### src/rtl/sram_dp.sv
// Dual-port synchronous SRAM: two independent read/write ports on one array,
// shared active-low chip enable, registered read-first outputs.
module sram_dp #(
  parameter int WIDTH      = 16,
  parameter int ADDR_WIDTH = 4
) (
  input  logic                  i_clk,
  input  logic                  i_rst_n,
  input  logic                  i_ce_n,
  input  logic                  i_rdwr_n_0,
  input  logic [ADDR_WIDTH-1:0] i_addr_0,
  input  logic [WIDTH-1:0]      i_data_0,
  output logic [WIDTH-1:0]      o_data_0,
  input  logic                  i_rdwr_n_1,
  input  logic [ADDR_WIDTH-1:0] i_addr_1,
  input  logic [WIDTH-1:0]      i_data_1,
  output logic [WIDTH-1:0]      o_data_1
);

  localparam int DEPTH = 1 << ADDR_WIDTH;

  logic [WIDTH-1:0] mem [DEPTH];

  logic [WIDTH-1:0] data_0_d, data_0_q;
  logic [WIDTH-1:0] data_1_d, data_1_q;

  logic wr_0, wr_1, rd_0, rd_1;

  assign wr_0 = !i_ce_n && !i_rdwr_n_0;
  assign wr_1 = !i_ce_n && !i_rdwr_n_1;
  assign rd_0 = !i_ce_n &&  i_rdwr_n_0;
  assign rd_1 = !i_ce_n &&  i_rdwr_n_1;

  // Array is deliberately unreset. Port 0 is applied last so it wins a
  // same-address collision; reads see pre-edge contents (read-first).
  always_ff @(posedge i_clk) begin
    if (wr_1) mem[i_addr_1] <= i_data_1;
    if (wr_0) mem[i_addr_0] <= i_data_0;
  end

  always_comb begin
    data_0_d = data_0_q;
    if (rd_0) data_0_d = mem[i_addr_0];
  end

  always_comb begin
    data_1_d = data_1_q;
    if (rd_1) data_1_d = mem[i_addr_1];
  end

  always_ff @(posedge i_clk or negedge i_rst_n) begin
    if (!i_rst_n) begin
      data_0_q <= '0;
      data_1_q <= '0;
    end else begin
      data_0_q <= data_0_d;
      data_1_q <= data_1_d;
    end
  end

  assign o_data_0 = data_0_q;
  assign o_data_1 = data_1_q;

endmodule

### config.mk
export PLATFORM = sky130hd
export DESIGN_NAME = sram_dp
export DESIGN_NICKNAME = d
export VERILOG_FILES = /design/src/rtl/sram_dp.sv
export SDC_FILE = /design/constraint.sdc
export NUM_CORES = 1
export LEC_CHECK = 0
export CAP_MARGIN = 20
export CORE_MARGIN = 2
export CORE_UTILIZATION = 29
export DETAILED_ROUTE_END_ITERATION = 10
export SLEW_MARGIN = 20
export SYNTH_ARGS = -nofsm -noshare
export SYNTH_HDL_FRONTEND = slang
export SYNTH_SLANG_ARGS = --single-unit
### constraint.sdc
create_clock -name i_clk -period 2.3 [get_ports i_clk]
set_clock_uncertainty 0.15 [all_clocks]
set_input_delay 0.46 -clock i_clk [delete_from_list [all_inputs] [get_ports i_clk]]
set_output_delay 0.46 -clock i_clk [all_outputs]
set_load 0.05 [all_outputs]
### Yosys cells after proc, flatten, opt, wreduce, memory -nomap -nowiden

Memory sizes are Yosys's and may differ from the RTL's. A register that Yosys moved wholly into a read port is not among the register bits.
Index checks and enable logic that the tools add are counted.

* muxes and demuxes: 4
* reductions and logical operators: 9

Operators with widths (count)
* 1-bit logical NOT: 5
* 1-bit logical AND: 4
* 1-bit 2-to-1 mux: 4

* flip-flop bits (word level): 0
* RAM bits: 256
* output and inout port bits: 32
* logic and storage cells: 14
* memories kept: 1

Memory list
* mem: words 16, width 16, read ports 2, clocked after memory_dff 2, wr ports 2, RTL line 22 `logic [WIDTH-1:0] mem [DEPTH];`

### Logic depth before layout (Yosys ltp)

* depth in word-level cells: 4
* mapped depth: 8
* depth with buffers taken out: 4

### Worst setup path before layout

OpenSTA, ideal clock, no wires.

* kind: input -> register
* from: in i_addr_1[1]
* to: mem mem[8][0] (enable)
* library setup time: 0.411 ns
* arrival: 2.664 ns
* data required time: 1.739 ns
* slack: -0.926 ns
* cell stages on the path: 6
* path through: buf_2 > buf_4 > buf_4 > buf_2 > or2_2 > o21ai_0

RTL lines
* start, declared: RTL line 15 `input logic [ADDR_WIDTH-1:0] i_addr_1,`
* end, declared: RTL line 22

==> qor.csv <==
metric;value;unit
CTS tree;done;
warning count from the yosys run;0;
Max-slew headroom;56.1;%
first-pass GRT wire length;79.6;mm
Syn Std Cell Area;16200;sq um
Worst setup EP type;flip-flop;
Post-Syn Area per Cell;14.2;sq um
Internal Power;9.68;mW
Hold WC Path Type;input port to async pin;
Pre-antenna DRT Iters;7;
Reg clk slew, reported paths;0.06;ns
worst vdd ir;0.413;mV
Mapped Nets;1186;
Seq pwr share;46.0;%
port bufs;76;
crit-path max cell delay;0.53;ns
PnR Total Power;13.1;mW
pin count of the biggest net entering global routing;37;
antenna violations before repair;1;
post-route antenna net violation count;0;
number of DRC markers in iteration 0;883;
routability cong.;0.896;
GRT met3 Usage;2.87;%
unique cell type count in the Yosys netlist;35;
Syn Inst Count;1141;
critical path data required time;2.42;ns
total global routing overflow;0;
CP Data Arrival Time;2.36;ns
Tmin final;2.24;ns
wire length per cell;26.2;um
clock share of power;37.8;%
switching share of power;26.3;%
most common cell after layout, fill and taps aside;edfxtp_1;
Core ar.;55200;sq um
Top delay family on crit path;buffers and inverters;
Crit Path Class;input port to flip-flop;
H-tree Lvls;2;
DIE HEIGHT;241;um
GR peak layer;met2;
Post-synth ARST share;11.1;%
I/O Pins;77;
commonest non-fill, non-tap cells in the layout;edfxtp_1, mux2_2, mux2i_1;
all-layer global routing usage;19.0;%
Pwr Density;639;nW/um^2
endpoints failing hold;0;
clock sinks;288;
Antenna diodes;0;
Vias/cell;5.39;
global-route met2 utilization;33.5;%
Seq/Total Area, Yosys;52.2;%
DRC Markers;0;
# rows;86;
clk root buf;clkbuf_16;
Pins Over Slew Limit;0;
MaxCap Viol Count;0;
largest fanout on the critical path;6;
critical-path cell list;clkdlybuf4s50_1 > buf_4 > nor4_2 > and3_1 > buf_4 > mux2_2;
CTS Buf Count;34;
Worst path slowest cell;clkdlybuf4s50_1;
Core Util, Final;37.3;%
RSZ-0062 raised after global routing;false;
EDFF count, synth;256;
status;finished, final reports clean;
Logic pwr share;16.2;%
Setup TNS;0;ns
area of placed instances;19600;sq um
fmax;446;MHz
Starting Density;29.4;%
share of layout cells above drive strength 1;43.0;%
CP bufs+invs;3;
Routed WL;54.7;mm
worst skew pair latency;0.53;ns
die area;57900;sq um
Longest Clk Path Bufs;3;
Pleak;7.41;nW
period utilization;97.5;%
Die Wd;241;um
met1 Track Usage GR;23.9;%
most used cell, CP;buf_4;
ys flop type;edfxtp_1;
flops & latches, synth;288;
Slew @ Worst Pin;0.657;ns
Setup Viol. Count Final;0;
hpwl dp;38.7;mm
Psw;3.46;mW
vias in the first global route;11800;
NumNets Final;1363;
P&R area growth vs syn;26.6;%
element type at the critical path start;input port;
fin area;20600;sq um
via count;11300;
[worst reg2reg max path, cell delays in order, from the launching register on]
cell	delay [ns]
edfxtp_1	0.39
mux4_2	0.53
a21oi_1	0.30
a31oi_1	0.13
[cells by family (layout without fill, tap and decap cells)]
kind of cell	after synthesis	in the layout	synth area share (%)
AO/OA/AOI/OAI	152	152	6.01
buffers and inverters	119	320	3.42
flip-flops	288	288	52.2
multiplexers	453	453	34.4
AND/OR/NAND/NOR	129	129	3.91
[sequential cells by signal (all words and copies together) (netlist names)]
name and flops:
mem 256, o_data_0 16, o_data_1 16
[power groups by stage]
stage | logic, mW | registers, mW | clock network (mW)
floorplan | 0.957 | 6.42 | 0
global route | 2.24 | 6.06 | 5.29
finish | 2.13 | 6.04 | 4.97
detailed placement | 2.17 | 6.16 | 0
global placement | 2.14 | 6.15 | 0
CTS | 2.13 | 6.05 | 5.06
[what timing repair did]
| action | CTS | global route |
|---|---|---|
| gates resized for setup | 23 | 5 |
| pin swaps | 0 | 0 |
| setup buffers | 0 | 0 |
| endpoints found under the hold margin | 18 | 0 |
| gates cloned | 0 | 0 |
| endpoints found under the setup margin | 23 | 18 |
| hold buffers | 1 | 0 |
[path summary, 6_finish.rpt]
path | start | to | slack [ns] | cells past startpoint
setup / recovery | i_ce_n | mem[12][6] | 0.06 | 6
hold / removal | i_rst_n | o_data_0[11] | 0.36 | 2
setup reg to reg | mem[11][9] | o_data_0[9] | 0.67 | 3
hold reg to reg | o_data_0[15] | o_data_0[15] | 0.40 | 2
max in group asynchronous | i_rst_n | o_data_1[1] | 1.10 | 3
min in group i_clk | o_data_0[15] | o_data_0[15] | 0.40 | 2
[synth_stat cells (2+ instances only)]
| cell | instances | share of area, % |
|---|---|---|
| nand2b_1 | 2 | 0.077 |
| nand2_2 | 3 | 0.12 |
| mux2i_1 | 138 | 8.5 |
| and2_1 | 4 | 0.15 |
| or3b_2 | 5 | 0.27 |
| nor2b_1 | 6 | 0.23 |
| and3_1 | 4 | 0.15 |
| a21oi_1 | 16 | 0.49 |
| buf_2 | 39 | 1.2 |
| mux2_1 | 6 | 0.42 |
| nand2_1 | 24 | 0.55 |
| mux4_2 | 59 | 8.2 |
| or3_1 | 2 | 0.077 |
| a31oi_1 | 32 | 1.2 |
| buf_4 | 12 | 0.55 |
| nor2_1 | 53 | 1.2 |
| mux2_2 | 250 | 17 |
| nand3b_1 | 6 | 0.28 |
| dfrtp_1 | 32 | 4.9 |
| edfxtp_1 | 256 | 47 |
| o21bai_1 | 4 | 0.18 |
| a22oi_1 | 11 | 0.51 |
| o21ai_0 | 20 | 0.62 |
| clkbuf_1 | 65 | 1.5 |
| a2bb2oi_1 | 13 | 0.70 |
| o22ai_1 | 48 | 1.8 |
| a221oi_1 | 8 | 0.43 |
| buf_6 | 2 | 0.14 |
| nand3_1 | 15 | 0.46 |
[cell type report]
type	instances	area [sq um]
clock buffers	50	952
clock inverters	10	48.8
fillers	5240	34600
multi-input cells	734	7380
flip-flops and latches	288	8490
well taps	748	936
repair buffers	260	2770
[metrics by stage]
stage                     hold slack, ns  cells  setup WS [ns]
after CTS                          0.363   2090        0.00660
final                              0.359   2090         0.0575
after global placement             0.353   2029         -0.509
after detailed placement           0.357   2029         -0.521
after floorplan                   0.0144   1141         -0.129
after global routing               0.396   2090         0.0197
[layer usage]
metal | share of wire (%) | vias up
met5 | 0 | -
met4 | 3.1 | 0
met3 | 5.9 | 89
met2 | 51 | 398
met1 | 40 | 5899
li1 | - | 4889
No activity file was read; power rests on OpenSTA's default activity.
